--- config.mk ---
export PLATFORM = sky130hd
export DESIGN_NAME = fcvt_w_wb_flat
export DESIGN_NICKNAME = d
export VERILOG_FILES = /design/src/rtl/fpu_pkg.sv /design/src/rtl/fcvt_w_wb_if.sv /design/src/rtl/fcvt_w_flags.sv /design/src/rtl/fcvt_w_wb.sv /design/src/flat_wrapper.sv
export SDC_FILE = /design/constraint.sdc
export NUM_CORES = 1
export LEC_CHECK = 0
export ABC_CLOCK_PERIOD_IN_PS = 2400
export CORE_MARGIN = 3
export CORE_UTILIZATION = 49
export CTS_CLUSTER_DIAMETER = 60
export DETAILED_ROUTE_END_ITERATION = 10
export GPL_ROUTABILITY_DRIVEN = 0
export PLACE_DENSITY = 0.81
export SETUP_SLACK_MARGIN = 0.5
export SKIP_LAST_GASP = 1
export SYNTH_ARGS = -nofsm -noshare
export SYNTH_HDL_FRONTEND = slang
export SYNTH_SLANG_ARGS = --single-unit
--- constraint.sdc ---
create_clock -name clk -period 2.4 [get_ports clk]
set_clock_uncertainty 0.15 [all_clocks]
set_input_delay 0.48 -clock clk [delete_from_list [all_inputs] [get_ports clk]]
set_output_delay 0.48 -clock clk [all_outputs]
set_load 0.005 [all_outputs]
--- src/rtl/fpu_pkg.sv ---
// Shared FPU definitions: fflags bit positions, exponent constants and the
// writeback entry layout used by the float-to-int writeback stage.
package fpu_pkg;

    // fflags bit indices, laid out as {NV,DZ,OF,UF,NX}
    localparam int FF_NV = 4;
    localparam int FF_DZ = 3;
    localparam int FF_OF = 2;
    localparam int FF_UF = 1;
    localparam int FF_NX = 0;

    // Single-precision exponent bias and the first biased exponent whose
    // magnitude no longer fits a signed 32-bit integer (2^31).
    localparam int EXP_BIAS    = 127;
    localparam int EXP_INT_OVF = 158;

    // Widest destination index an entry can carry; narrower RD_W values are
    // zero-extended into this field.
    localparam int RD_W_MAX = 8;

    typedef struct packed {
        logic [RD_W_MAX-1:0] rd;
        logic [31:0]         data;
        logic [4:0]          flags;
    } cvt_wb_entry_t;

endpackage

--- src/rtl/fcvt_w_wb_if.sv ---
// Converter-result input channel and register-file writeback channel.
//
// Handshake: on both channels a transfer happens on a rising clock edge
// where valid && ready are both 1. A producer holding valid=1 keeps its
// payload stable until the transfer; ready never depends combinationally on
// valid of the same channel.
interface fcvt_w_wb_if #(
    parameter int RD_W = 5
);
    logic            in_valid;
    logic            in_ready;
    logic [RD_W-1:0] in_rd;
    logic [31:0]     in_src;
    logic [31:0]     in_result;
    logic            wb_valid;
    logic            wb_ready;
    logic [RD_W-1:0] wb_rd;
    logic [31:0]     wb_data;

    // Environment side: drives converter results, consumes writebacks
    modport master (
        output in_valid, in_rd, in_src, in_result, wb_ready,
        input  in_ready, wb_valid, wb_rd, wb_data
    );

    // Stage side
    modport slave (
        input  in_valid, in_rd, in_src, in_result, wb_ready,
        output in_ready, wb_valid, wb_rd, wb_data
    );
endinterface

--- src/rtl/fcvt_w_flags.sv ---
// Combinational RISC-V exception classifier for fcvt.w.s: looks only at the
// source float and reports NV (not representable) or NX (rounded away bits).
module fcvt_w_flags
    import fpu_pkg::*;
(
    input  logic [31:0] src,
    output logic [4:0]  flags
);
    logic        sgn;
    logic [7:0]  exp_b;
    logic [22:0] frac;
    logic [4:0]  frac_sh;
    logic [23:0] frac_mask;
    logic        nv;
    logic        nx;

    assign sgn   = src[31];
    assign exp_b = src[30:23];
    assign frac  = src[22:0];

    // Classify by exponent range; fraction bits below the binary point give NX
    always_comb begin
        nv        = 1'b0;
        nx        = 1'b0;
        frac_sh   = 5'd0;
        frac_mask = 24'd0;
        if (exp_b == 8'hFF) begin
            nv = 1'b1;
        end else if (exp_b >= 8'(EXP_INT_OVF)) begin
            // -2^31 is the only value at this magnitude that still fits
            nv = !(sgn && exp_b == 8'(EXP_INT_OVF) && frac == 23'd0);
        end else if (exp_b < 8'(EXP_BIAS)) begin
            nx = (exp_b != 8'd0) || (frac != 23'd0);
        end else if (exp_b <= 8'd149) begin
            // 150-e fraction bits sit below the binary point (23 at e=127)
            frac_sh   = 5'(8'd150 - exp_b);
            frac_mask = (24'd1 << frac_sh) - 24'd1;
            nx        = |(frac & frac_mask[22:0]);
        end
        flags        = 5'd0;
        flags[FF_NV] = nv;
        flags[FF_NX] = nx;
    end
endmodule

--- src/rtl/fcvt_w_wb.sv ---
// Writeback stage after the float-to-int converter: classifies exception
// flags, buffers results in an in-order FIFO, retires them to the integer
// register file and accumulates retired flags into a sticky fflags CSR.
module fcvt_w_wb
    import fpu_pkg::*;
#(
    parameter int DEPTH = 2,
    parameter int RD_W  = 5
) (
    input  logic               clk,
    input  logic               rst_n,
    fcvt_w_wb_if.slave         io,
    input  logic               csr_wr_en,
    input  logic [4:0]         csr_wr_data,
    input  logic               csr_clr,
    output logic [4:0]         fflags
);
    localparam int PTR_W = $clog2(DEPTH);
    localparam int CNT_W = PTR_W + 1;

    cvt_wb_entry_t      mem [DEPTH];
    cvt_wb_entry_t      in_entry;
    cvt_wb_entry_t      head;
    logic [PTR_W-1:0]   wr_ptr;
    logic [PTR_W-1:0]   rd_ptr;
    logic [CNT_W-1:0]   count;
    logic [4:0]         in_flags;
    logic [4:0]         ret_flags;
    logic [4:0]         ff_base;
    logic               full;
    logic               empty;
    logic               push;
    logic               pop;

    fcvt_w_flags u_flags (
        .src   (io.in_src),
        .flags (in_flags)
    );

    // in_ready depends only on occupancy, never on wb_ready
    assign full        = (count == CNT_W'(DEPTH));
    assign empty       = (count == '0);
    assign io.in_ready = !full;
    assign io.wb_valid = !empty;
    assign push        = io.in_valid && !full;
    assign pop         = io.wb_ready && !empty;

    // Head entry drives the writeback payload; it only moves on a pop
    assign head        = mem[rd_ptr];
    assign io.wb_rd    = head.rd[RD_W-1:0];
    assign io.wb_data  = head.data;

    // Pack the incoming result with its classified flags
    always_comb begin
        in_entry       = '0;
        in_entry.rd    = RD_W_MAX'(io.in_rd);
        in_entry.data  = io.in_result;
        in_entry.flags = in_flags;
    end

    // Entry storage; cleared on reset so the head payload reads zero
    always_ff @(posedge clk or negedge rst_n) begin
        if (!rst_n) begin
            for (int i = 0; i < DEPTH; i++) begin
                mem[i] <= '0;
            end
        end else if (push) begin
            mem[wr_ptr] <= in_entry;
        end
    end

    // Pointers wrap naturally; count tracks occupancy 0..DEPTH
    always_ff @(posedge clk or negedge rst_n) begin
        if (!rst_n) begin
            wr_ptr <= '0;
            rd_ptr <= '0;
            count  <= '0;
        end else begin
            if (push) begin
                wr_ptr <= wr_ptr + 1'b1;
            end
            if (pop) begin
                rd_ptr <= rd_ptr + 1'b1;
            end
            if (push && !pop) begin
                count <= count + CNT_W'(1);
            end else if (pop && !push) begin
                count <= count - CNT_W'(1);
            end
        end
    end

    // CSR write beats clear; the retiring entry's flags are always OR-ed in
    always_comb begin
        ret_flags = pop ? head.flags : 5'd0;
        if (csr_wr_en) begin
            ff_base = csr_wr_data;
        end else if (csr_clr) begin
            ff_base = 5'd0;
        end else begin
            ff_base = fflags;
        end
    end

    // Sticky exception flags
    always_ff @(posedge clk or negedge rst_n) begin
        if (!rst_n) begin
            fflags <= 5'd0;
        end else begin
            fflags <= ff_base | ret_flags;
        end
    end
endmodule
--- src/flat_wrapper.sv ---
// flat-port wrapper written by rule: the top's interface ports become plain ports
module fcvt_w_wb_flat import fpu_pkg::*;
#(
    parameter int DEPTH = 2,
    parameter int RD_W  = 5
)
  (clk, rst_n, csr_wr_en, csr_wr_data, csr_clr, fflags, io_in_valid, io_in_rd, io_in_src, io_in_result, io_wb_ready, io_in_ready, io_wb_valid, io_wb_rd, io_wb_data);
  fcvt_w_wb_if #(.RD_W(RD_W)) io_i ();
  input  logic clk;
  input  logic rst_n;
  input  logic csr_wr_en;
  input  logic [4:0] csr_wr_data;
  input  logic csr_clr;
  output logic [4:0] fflags;
  input wire logic [$bits(io_i.in_valid)-1:0] io_in_valid;
  input wire logic [$bits(io_i.in_rd)-1:0] io_in_rd;
  input wire logic [$bits(io_i.in_src)-1:0] io_in_src;
  input wire logic [$bits(io_i.in_result)-1:0] io_in_result;
  input wire logic [$bits(io_i.wb_ready)-1:0] io_wb_ready;
  output wire logic [$bits(io_i.in_ready)-1:0] io_in_ready;
  output wire logic [$bits(io_i.wb_valid)-1:0] io_wb_valid;
  output wire logic [$bits(io_i.wb_rd)-1:0] io_wb_rd;
  output wire logic [$bits(io_i.wb_data)-1:0] io_wb_data;
  assign io_i.in_valid = io_in_valid;
  assign io_i.in_rd = io_in_rd;
  assign io_i.in_src = io_in_src;
  assign io_i.in_result = io_in_result;
  assign io_i.wb_ready = io_wb_ready;
  assign io_in_ready = io_i.in_ready;
  assign io_wb_valid = io_i.wb_valid;
  assign io_wb_rd = io_i.wb_rd;
  assign io_wb_data = io_i.wb_data;
  fcvt_w_wb #(.DEPTH(DEPTH), .RD_W(RD_W)) u_core (.clk(clk), .rst_n(rst_n), .io(io_i), .csr_wr_en(csr_wr_en), .csr_wr_data(csr_wr_data), .csr_clr(csr_clr), .fflags(fflags));
endmodule
==> metrics, run 1 <==
status complete, but fails checks; failing checks negative setup slack; Crit path largest cell delay 0.34 ns; Final Slew Violations 0; ys async rst share 1.000; final worst slack -0.07471 ns; Max transition margin 0.6425; CP arrival 2.54 ns; Ports around 120; number of flops mapped to enable cells by yosys 0; Max Buffers Root-to-Sink 2; worst path required time 2.47 ns; Yosys warnings 0; DRT antenna net count 0; number of clock sinks 87; Starting Density 0.5148; post-synthesis area per instance 9.934 µm²; unrepaired setup endpoints after global routing true; clock root buffer clkbuf_8; leak pwr 3.149 nW; # DRC 0; Slew @ Worst Pin 0.5313 ns; CP Launch Type input pin; syn nets between 500 and 600; synthesis-to-layout area growth 45.76%; largest net degree at the start of global routing 40; critical path's slowest cell or3_4; WL final about 13000 µm; peak supply drop 704.0 µV; dpl ws -0.8237 ns; Iter 0 DRT Violations 219; Core Rows 34; cell count after placement 704; CP Capture Type flop; DR vias/cell approximately 5.7; vias post-DR about 4200; Placeable Area 8934 µm²; Synth Instances 463; post-synthesis cell type count between 50 and 60; Peak Freq 404.1 MHz; initial antenna violation count 0; Power Dens Cells 1108 nW/µm²; Die W 102.9 µm; register area share after synthesis 0.4733; worst hold path class reg -> reg; DP HPWL between 9000 and 10000 µm; final net count about 710; Max Fanout on Critical Path 3; post-route minimum period 2.475 ns; Fin. Hold Viols 0; worst path cell trace buf_6 -> nand2b_4 -> or3_4 -> ha_4 -> inv_2 -> a222oi_1 -> nand2_1 -> nor4b_2 -> nand4_1 -> o21ai_1 -> o211ai_1; IO buf count 123; final setup violation count 4; number of max-cap violations 0; vias in the first global route roughly 4200; GRT overflow 0; first-pass GRT wire length about 20000 µm; Antenna diodes 0; htree depth 3; WHS approximately 0.33 ns; TritonCTS buffer count 9; critical path class in -> reg; CTS tree built; CTS clk-pin slew, worst paths 0.09 ns; fin cells ~740; Mapped Area 4599 µm²; WL per Instance 18.25 µm; Final Cycle Share 1.031; die area about 11000 µm²; Worst-Skew Late Latency 0.34 ns; share of cells above drive strength 1 0.3333; GRT Overall Usage 0.2397; ys flop type dfrtp_1; die height 102.9 µm; drt first pass iters 7; flip-flop and latch count after synthesis just under 90
registers in the layout, indices dropped and copies added, names as in the netlist:
| signal | flops |
|---|---|
| u_core.count | 2 |
| u_core.fflags | 5 |
| u_core.mem | 78 |
| u_core.rd_ptr | 1 |
| u_core.wr_ptr | 1 |
metal layers:
layer  share of wire  routed length (µm)  vias up  GRT usage
met5               0                   0        -          0
met1            0.41                5531     2048     0.3014
met3           0.072                 974       35    0.05142
met4           0.023                 306        0    0.08665
li1                -                   -     1936          -
met2            0.49                6654      204     0.4075
cells in the mapped netlist (2+ instances only):
cell type / n / share of area
nand3_1: 6 / 0.0065
nand2b_1: 5 / 0.0068
a32oi_1: 2 / 0.0038
nand4_1: 2 / 0.0027
ha_1: 2 / 0.0054
o211ai_1: 2 / 0.0033
o22ai_1: 5 / 0.0068
o2bb2ai_1: 3 / 0.0057
xnor2_1: 2 / 0.0038
a22oi_1: 4 / 0.0065
buf_1: 7 / 0.0057
o21ai_0: 15 / 0.016
clkbuf_1: 12 / 0.0098
nor2_1: 11 / 0.0090
a21oi_1: 5 / 0.0054
mux2_2: 75 / 0.18
nand2_1: 138 / 0.11
inv_1: 10 / 0.0082
a22o_1: 2 / 0.0038
or3_1: 3 / 0.0041
or2_2: 4 / 0.0054
buf_2: 3 / 0.0033
dfrtp_1: 87 / 0.47
and3_1: 3 / 0.0041
xor2_1: 4 / 0.0076
nor4_1: 6 / 0.0082
nor3_1: 8 / 0.0087
mux2i_1: 4 / 0.0087
buf_4: 5 / 0.0082
a222oi_1: 2 / 0.0044
layout by cell type, fill, tap and decap left out, drive strengths merged, types with 3 or more instances in the layout:
cell type / count
xor2: 4
nand2: 138
nor2: 12
dlymetal6s2s: 5
o22ai: 5
nor4: 6
and3: 3
inv: 13
nand2b: 5
or3: 3
nor3: 8
o21ai: 16
mux2i: 4
or2: 4
a21oi: 5
buf: 61
mux2: 75
clkbuf: 34
clkdlybuf4s50: 88
a22oi: 4
o2bb2ai: 3
nand3: 6
dfrtp: 87
path summary, 6_finish.rpt:
check,startpoint,to,slack [ns],cells after the start
hold / removal,u_core.mem[72],u_core.mem[72],0.33,2
hold reg to reg,u_core.mem[72],u_core.mem[72],0.33,2
max in group asynchronous,rst_n,u_core.mem[25],1.04,3
min in group asynchronous,rst_n,u_core.mem[59],0.47,2
setup reg to reg,u_core.count[1],u_core.mem[50],0.59,7
setup / recovery,io_in_src[26],u_core.mem[0],-0.07,11
layout make-up:
type | count | area (µm²)
well taps | 108 | 135.1
clock buffers | 10 | 137.6
multi-input cells | 337 | 2431
flip-flops and latches | 87 | 2178
clock inverters | 5 | 88.84
repair buffers | 181 | 1695
inverters | 10 | 37.54
fillers | 586 | 2230
timing repair:
item,CTS,global route
pin swaps,13,12
buffers inserted,5,10
gates resized for setup,35,88
hold buffers,1,0
endpoints found under the hold margin,34,0
endpoints found under the setup margin,74,82
cloned,0,3
power breakdown:
part / switching (mW) / total [mW] / leakage [nW] / internal [mW]
Combinational: 1.54 / 3.71 / 1.98 / 2.18
Sequential: 0.386 / 2.56 / 1.05 / 2.17
Clock: 0.534 / 1.16 / 0.115 / 0.624
Total: 2.46 / 7.43 / 3.15 / 4.97
kinds of logic (layout without fill, tap and decap cells):
logic type	after synthesis	in the layout	synth area share
flip-flops	87	87	0.4733
AO/OA/AOI/OAI	57	57	0.09739
buffers and inverters	39	206	0.03863
AND/OR/NAND/NOR	193	193	0.1815
XOR/XNOR	6	6	0.01143
adder cells (fa/ha/maj)	2	2	0.005440
multiplexers	79	79	0.1923
worst max-delay path, delay by kind of cell:
kind | cells | cell delay (ns)
adders and majority gates | 1 | 0.27
buffers and inverters | 2 | 0.12
AOI/OAI and AO/OA | 3 | 0.63
and+or+nand+nor | 5 | 1.05
metrics by stage:
stage | power, mW | util | setup TNS (ns) | instance area [µm²]
floorplan | 4.289 | - | -0.9001 | 4653
global placement | 5.895 | 0.6926 | -1.494 | 6187
detailed placement | 6.046 | 0.6926 | -1.672 | 6187
CTS | 7.288 | 0.7296 | -0.1062 | 6518
global route | 7.881 | 0.7504 | -0.7084 | 6704
finish | 7.430 | 0.7504 | -0.1522 | 6704
(Power assumes the default switching activity.)
==> run 2, diff against run 1 <==
--- a/config.mk
+++ b/config.mk
@@ -11,7 +11,7 @@
 export CTS_CLUSTER_DIAMETER = 60
 export DETAILED_ROUTE_END_ITERATION = 10
 export GPL_ROUTABILITY_DRIVEN = 0
-export PLACE_DENSITY = 0.81
+export PLACE_DENSITY_LB_ADDON = 0.12
 export SETUP_SLACK_MARGIN = 0.5
 export SKIP_LAST_GASP = 1
 export SYNTH_ARGS = -nofsm -noshare
==> run 2 against run 1 <==
Net effect:
- the run now ends clean
- register-to-register slack lost 0.02 ns
- combinational power grew 7.0%
- routed wire length shrank 2.9%
- cell area grew 3.1%
- sequential share of layout area shrank 0.97 points
- worst hold slack lost 0.0040 ns
- maximum frequency grew 4.2%
- setup slack gained 0.10 ns
- utilization grew 2.3 points
- non-clock buffer count grew 9
- critical endpoint is now u_core.mem[45]
- largest cell class unchanged
- largest power group unchanged
==> metrics, run 2 (synthesis results as in run 1) <==
GRT overflow 0 (unchanged); IO buf count 123 (unchanged); worst hold path class reg -> reg; Final Slew Violations 0 (unchanged); Peak Freq 421.0 MHz (+4.2%); number of flip-flops in the largest register 78 (unchanged); DP HPWL 8815 µm (-2.4%); top sig layer met4; largest registers u_core.mem: 78 flops, u_core.fflags: 5 flops, u_core.count: 2 flops; final net count 717 (+1.3%); post-route minimum period 2.375 ns (-0.09957 ns); GRT Overall Usage 0.2486 (+0.008877); share of cells above drive strength 1 0.3693 (+0.03599); Met2 Wirelength 6571 µm (-1.2%); final setup violation count 0 (-4); peak supply drop 649.7 µV (-7.7%); largest net degree at the start of global routing 39 (-2.5%); CP arrival 2.49 ns (-0.05 ns); synthesis-to-layout area growth 50.22%; DR vias/cell 5.621 (-1.8%); post-layout util 0.7734 (+0.02297); unrepaired setup endpoints after global routing true; TritonCTS buffer count 9 (unchanged); Met1 Wirelength 5339 µm (-3.5%); CTS clk-pin slew, worst paths 0.09 ns (about the same); clock share of power 0.160 (+0.004); Final Cycle Share 0.9896 (-0.04149); leak pwr 3.258 nW (+3.5%); dpl ws -0.7769 ns (+0.04676 ns); most common cell after layout, fill and taps aside nand2_1; Fin. Hold Viols 0 (unchanged); Max transition margin 0.6568 (+0.01430); cell count after placement 708 (+0.57%); fill cell count 595 (+1.5%); Power Dens Cells 1121 nW/µm² (+1.2%); combinational power share 0.513 (+0.013); htree depth 3 (unchanged); CTS tree built; fin cells 747 (+1.2%); vias in the first global route 4393 (+3.9%); number of clock sinks 87 (unchanged); CP Capture Type flop; Slew @ Worst Pin 0.5129 ns (-0.01845 ns); Max Fanout on Critical Path 7 (+4); critical path class in -> reg; Placeable Area 8934 µm² (unchanged); first-pass GRT wire length 20690 µm (+4.1%); die height 102.9 µm (unchanged); Ports 124 (unchanged); number of max-cap violations 0 (unchanged); # DRC 0 (unchanged); final worst slack 0.02486 ns (+0.09957 ns); Register Area 2178 µm² (unchanged); area post-placement 6217 µm² (+0.49%); metal3 WL 940 µm (-3.5%); Multi-input gate area 2427 µm² (-0.15%); Iter 0 DRT Violations 241 (+10%); Die W 102.9 µm (unchanged); Sw Share 0.3196 (-0.01088); clock root buffer clkbuf_8; cell internal pwr 5.270 mW (+5.9%); Top reg by flops u_core.mem; vias post-DR 4199 (-0.57%); DRT antenna net count 0 (unchanged); WL per Instance 17.50 µm (-4.1%); worst path required time 2.52 ns (+0.05 ns); initial antenna violation count 0 (unchanged); Tot Pwr 7.746 mW (+4.3%); Core Rows 34 (unchanged); status finished clean; register share of total power 0.327 (-0.017); Starting Density 0.5148 (unchanged); Sw Pwr 2.475 mW (+0.82%); die area 10590 µm² (unchanged); Antenna diodes 0 (unchanged); most frequent cells in the layout 134 x nand2_1, 86 x dfrtp_1, 68 x mux2_2, 68 x clkdlybuf4s50_1, 40 x buf_4; WL final 13080 µm (-2.9%); drt first pass iters 5 (-2); Max Buffers Root-to-Sink 2 (unchanged); Worst-Skew Late Latency 0.35 ns (about the same); CP Launch Type input pin; design area 6909 µm² (+3.1%)
[run 2: worst paths after layout]
| path | from | end | slack [ns] | depth (start not counted) |
|---|---|---|---|---|
| min in group asynchronous | rst_n | u_core.mem[39] | 0.47 | 2 |
| max in group asynchronous | rst_n | u_core.mem[49] | 1.05 | 3 |
| setup / recovery | io_in_src[25] | u_core.mem[45] | 0.02 | 11 |
| setup reg to reg | u_core.count[0] | u_core.mem[20] | 0.57 | 6 |
| hold reg to reg | u_core.mem[59] | u_core.mem[59] | 0.33 | 2 |
| hold / removal | u_core.mem[59] | u_core.mem[59] | 0.33 | 2 |
[run 2: power groups by stage]
stage	Combinational [mW]	Sequential, mW	Clock [mW]
2_1_floorplan	1.86	2.43	0
3_3_place_gp	3.43	2.49	0
3_5_place_dp	3.48	2.55	0
4_1_cts	3.80	2.51	1.27
5_1_grt	4.30	2.61	1.33
6_report	3.97	2.53	1.24
[run 2: per-layer routing]
| metal | vias up | track usage |
|---|---|---|
| met5 | - | 0 |
| met4 | 0 | 0.08167 |
| met3 | 27 | 0.05751 |
| met2 | 172 | 0.4184 |
| met1 | 2038 | 0.3171 |
| li1 | 1962 | - |
[run 2: layout make-up]
| type | instances | share of cell area |
|---|---|---|
| Sequential cell | 87 | 0.3153 |
| Clock buffer | 9 | 0.01793 |
| Inverter | 10 | 0.005795 |
| Clock inverter | 6 | 0.01702 |
| Multi-Input combinational cell | 337 | 0.3513 |
| Timing Repair Buffer | 190 | 0.2731 |
| Tap cell | 108 | 0.01956 |
[run 2: worst max-delay path, cell delays in order]
cell and delay, ns:
buf_2 0.12, nand2_2 0.07, or3_4 0.38, ha_4 0.21
or4b_1 0.49, o21ai_0 0.17, o2bb2ai_1 0.13, a222oi_1 0.13
nand2_1 0.11, nor2_2 0.04, o211ai_1 0.16
[run 2: repair_timing]
action,in CTS,in global routing
setup endpoints to repair,78,77
setup buffers,17,2
resized for setup,209,44
gates cloned,3,1
endpoints found under the hold margin,36,0
pin swaps,20,22
hold buffers,1,0
[run 2: stage by stage]
step | hold slack, ns | TNS [ns]
2_1_floorplan | 0.03441 | -0.9001
3_3_place_gp | 0.3028 | -1.561
3_5_place_dp | 0.3090 | -1.678
4_1_cts | 0.3310 | 0
5_1_grt | 0.3568 | -0.2012
6_report | 0.3293 | 0
==> run 3, diff against run 2 <==
--- a/config.mk
+++ b/config.mk
@@ -14,6 +14,8 @@
 export PLACE_DENSITY_LB_ADDON = 0.12
 export SETUP_SLACK_MARGIN = 0.5
 export SKIP_LAST_GASP = 1
+export SLEW_MARGIN = 5
 export SYNTH_ARGS = -nofsm -noshare
 export SYNTH_HDL_FRONTEND = slang
 export SYNTH_SLANG_ARGS = --single-unit
+export TNS_END_PERCENT = 10
==> run 3 against run 2 <==
Net effect:
- the run now ends with negative setup slack left
- critical path depth stayed put
- setup slack lost 0.060 ns
- register-to-register slack is essentially flat
- sequential power about the same
- non-clock buffer count fell by 19
- utilization is 4.3 points lower
- critical path type unchanged
- critical endpoint is now u_core.mem[0]
==> metrics, run 3 (synthesis results as in run 1) <==
unrepaired setup endpoints after global routing true; failing checks negative setup slack; drt first pass iters 4 (-1); fill cell count 660 (+11%); Power Dens Cells 1071 nW/µm² (-4.5%); Sw Pwr 2.257 mW (-8.8%); CP arrival 2.52 ns (+0.03 ns); die area 10590 µm² (unchanged); Reg2Reg Launch Point u_core.count[0]; r2r worst-path depth 6 (unchanged); WHS Path Cells 2 (unchanged); Core Rows 34 (unchanged); Fin. Hold Viols 0 (unchanged); register share of total power 0.362 (+0.035); WL final 12590 µm (-3.7%); # DRC 0 (unchanged); CTS tree built; post-route setup TNS -0.4546 ns (-0.4546 ns); most frequent cells in the layout 135 x nand2_1, 117 x clkdlybuf4s50_1, 86 x dfrtp_1; Iter 0 DRT Violations 211 (-12%); CTS clk-pin slew, worst paths 0.09 ns (about the same); CP Capture Type flop; most common cell after layout, fill and taps aside nand2_1; final worst slack -0.03482 ns (-0.05968 ns); GRT Overall Usage 0.2402 (-0.008375); share of cells above drive strength 1 0.2754 (-0.09396); clock root buffer clkbuf_8; Starting Density 0.5148 (unchanged); combinational power share 0.505 (-0.008); Die W 102.9 µm (unchanged); status complete, but fails checks; GRT overflow 0 (unchanged); initial antenna violation count 0 (unchanged); htree depth 3 (unchanged); DRT antenna net count 0 (unchanged); final setup violation count 28 (+28); first-pass GRT wire length 19920 µm (-3.7%); Slew @ Worst Pin 0.5352 ns (+0.02233 ns); number of max-cap violations 0 (unchanged); Max transition margin 0.6432 (-0.01362); die height 102.9 µm (unchanged); synthesis-to-layout area growth 41.95%; worst hold path class reg -> reg; clock share of power 0.133 (-0.027); Sw Share 0.3227 (+0.003130); Antenna diodes 0 (unchanged); Ports 124 (unchanged); DR vias/cell 5.638 (+0.30%); worst path required time 2.48 ns (-0.04 ns); IO buf count 123 (unchanged); WL per Instance 17.27 µm (-1.3%); critical path class in -> reg; WHS 0.3234 ns (-0.005827 ns); largest registers u_core.mem: 78 flops, u_core.fflags: 5 flops, u_core.count: 2 flops; Final Cycle Share 1.015 (+0.02487); Final Slew Violations 0 (unchanged); number of clock sinks 87 (unchanged); startpoint of the worst hold path u_core.mem[61]; DP HPWL 8968 µm (+1.7%); Max Fanout on Critical Path 8 (+1); Worst-Skew Late Latency 0.34 ns (about the same); post-route minimum period 2.435 ns (+0.05968 ns); cell internal pwr 4.737 mW (-10%); Max Buffers Root-to-Sink 2 (unchanged); final net count 698 (-2.6%); leak pwr 2.925 nW (-10%); TritonCTS buffer count 9 (unchanged); number of flip-flops in the largest register 78 (unchanged); largest net degree at the start of global routing 49 (+26%); vias post-DR 4110 (-2.1%); Placeable Area 8934 µm² (unchanged); CP Launch Type input pin; Top reg by flops u_core.mem; peak supply drop 612.0 µV (-5.8%); Peak Freq 410.7 MHz (-2.5%); vias in the first global route 4239 (-3.5%); source of the critical timing path io_in_src[26]
[run 3: cell types whose count changed in the layout (fill, tap and decap cells not counted), sizes merged]
cell           delta
clkinv            +2
clkbuf            +1
dlymetal6s2s      -8
bufinv            -3
dlygate4sd2       -3
clkdlybuf4s50    +49
inv               +1
clkdlybuf4s15     -1
buf              -56
[run 3: final cells by class]
cell class / count / area, µm² / area share
clock buffer: 10 / 127.6 / 0.01955
clock inverter: 6 / 50.05 / 0.007666
multi-input combinational: 337 / 2342 / 0.3588
tap: 108 / 135.1 / 0.02070
timing repair buffer: 171 / 1658 / 0.2539
inverter: 10 / 37.54 / 0.005749
sequential: 87 / 2178 / 0.3337
[run 3: worst paths after layout]
check | end | slack, ns
worst max register to register | u_core.mem[29] | 0.56
worst max-delay path | u_core.mem[0] | -0.03
max in group asynchronous | u_core.mem[80] | 0.93
min in group asynchronous | u_core.fflags[3] | 0.52
worst min register to register | u_core.mem[61] | 0.32
worst min-delay path | u_core.mem[61] | 0.32
[run 3: worst max-delay path, stage by stage]
cell,delay (ns)
buf_8,0.09
nand2b_4,0.13
or3_4,0.34
ha_4,0.21
buf_4,0.17
o21ai_0,0.11
o21ai_0,0.22
nor4b_4,0.30
nand4_1,0.19
nor2_1,0.18
o211ai_1,0.09
[run 3: power groups by stage]
stage | clock network, mW | registers (mW) | logic (mW)
2_1_floorplan | 0 | 2.43 | 1.85
3_3_place_gp | 0 | 2.50 | 3.43
3_5_place_dp | 0 | 2.55 | 3.49
4_1_cts | 0.962 | 2.52 | 3.53
5_1_grt | 1.03 | 2.61 | 3.85
6_report | 0.929 | 2.53 | 3.53
[run 3: what timing repair did]
| item | 4_1_cts | 5_1_grt |
|---|---|---|
| hold endpoints to repair | 39 | 0 |
| hold buffers | 1 | 0 |
| buffers inserted | 2 | 1 |
| resized for setup | 27 | 14 |
| endpoints found under the setup margin | 42 | 97 |
| pin swaps | 13 | 12 |
| gates cloned | 0 | 1 |
[run 3: per-layer routing]
layer	wire length [µm]	global-route usage	vias up
met5	0	0	-
met4	435	0.08765	0
met3	819	0.05007	45
met2	6067	0.4006	180
met1	5268	0.3094	1974
li1	-	-	1911
[run 3: stage by stage]
stage	power, mW	area, µm²	setup slack (ns)	cells	util
finish	6.993	6529	-0.03482	729	0.7308
detailed placement	6.046	6222	-0.8251	708	0.6965
CTS	7.007	6466	-0.05154	727	0.7238
floorplan	4.289	4653	-0.4510	463	-
global route	7.493	6529	-0.1368	729	0.7308
global placement	5.931	6222	-0.7113	708	0.6965
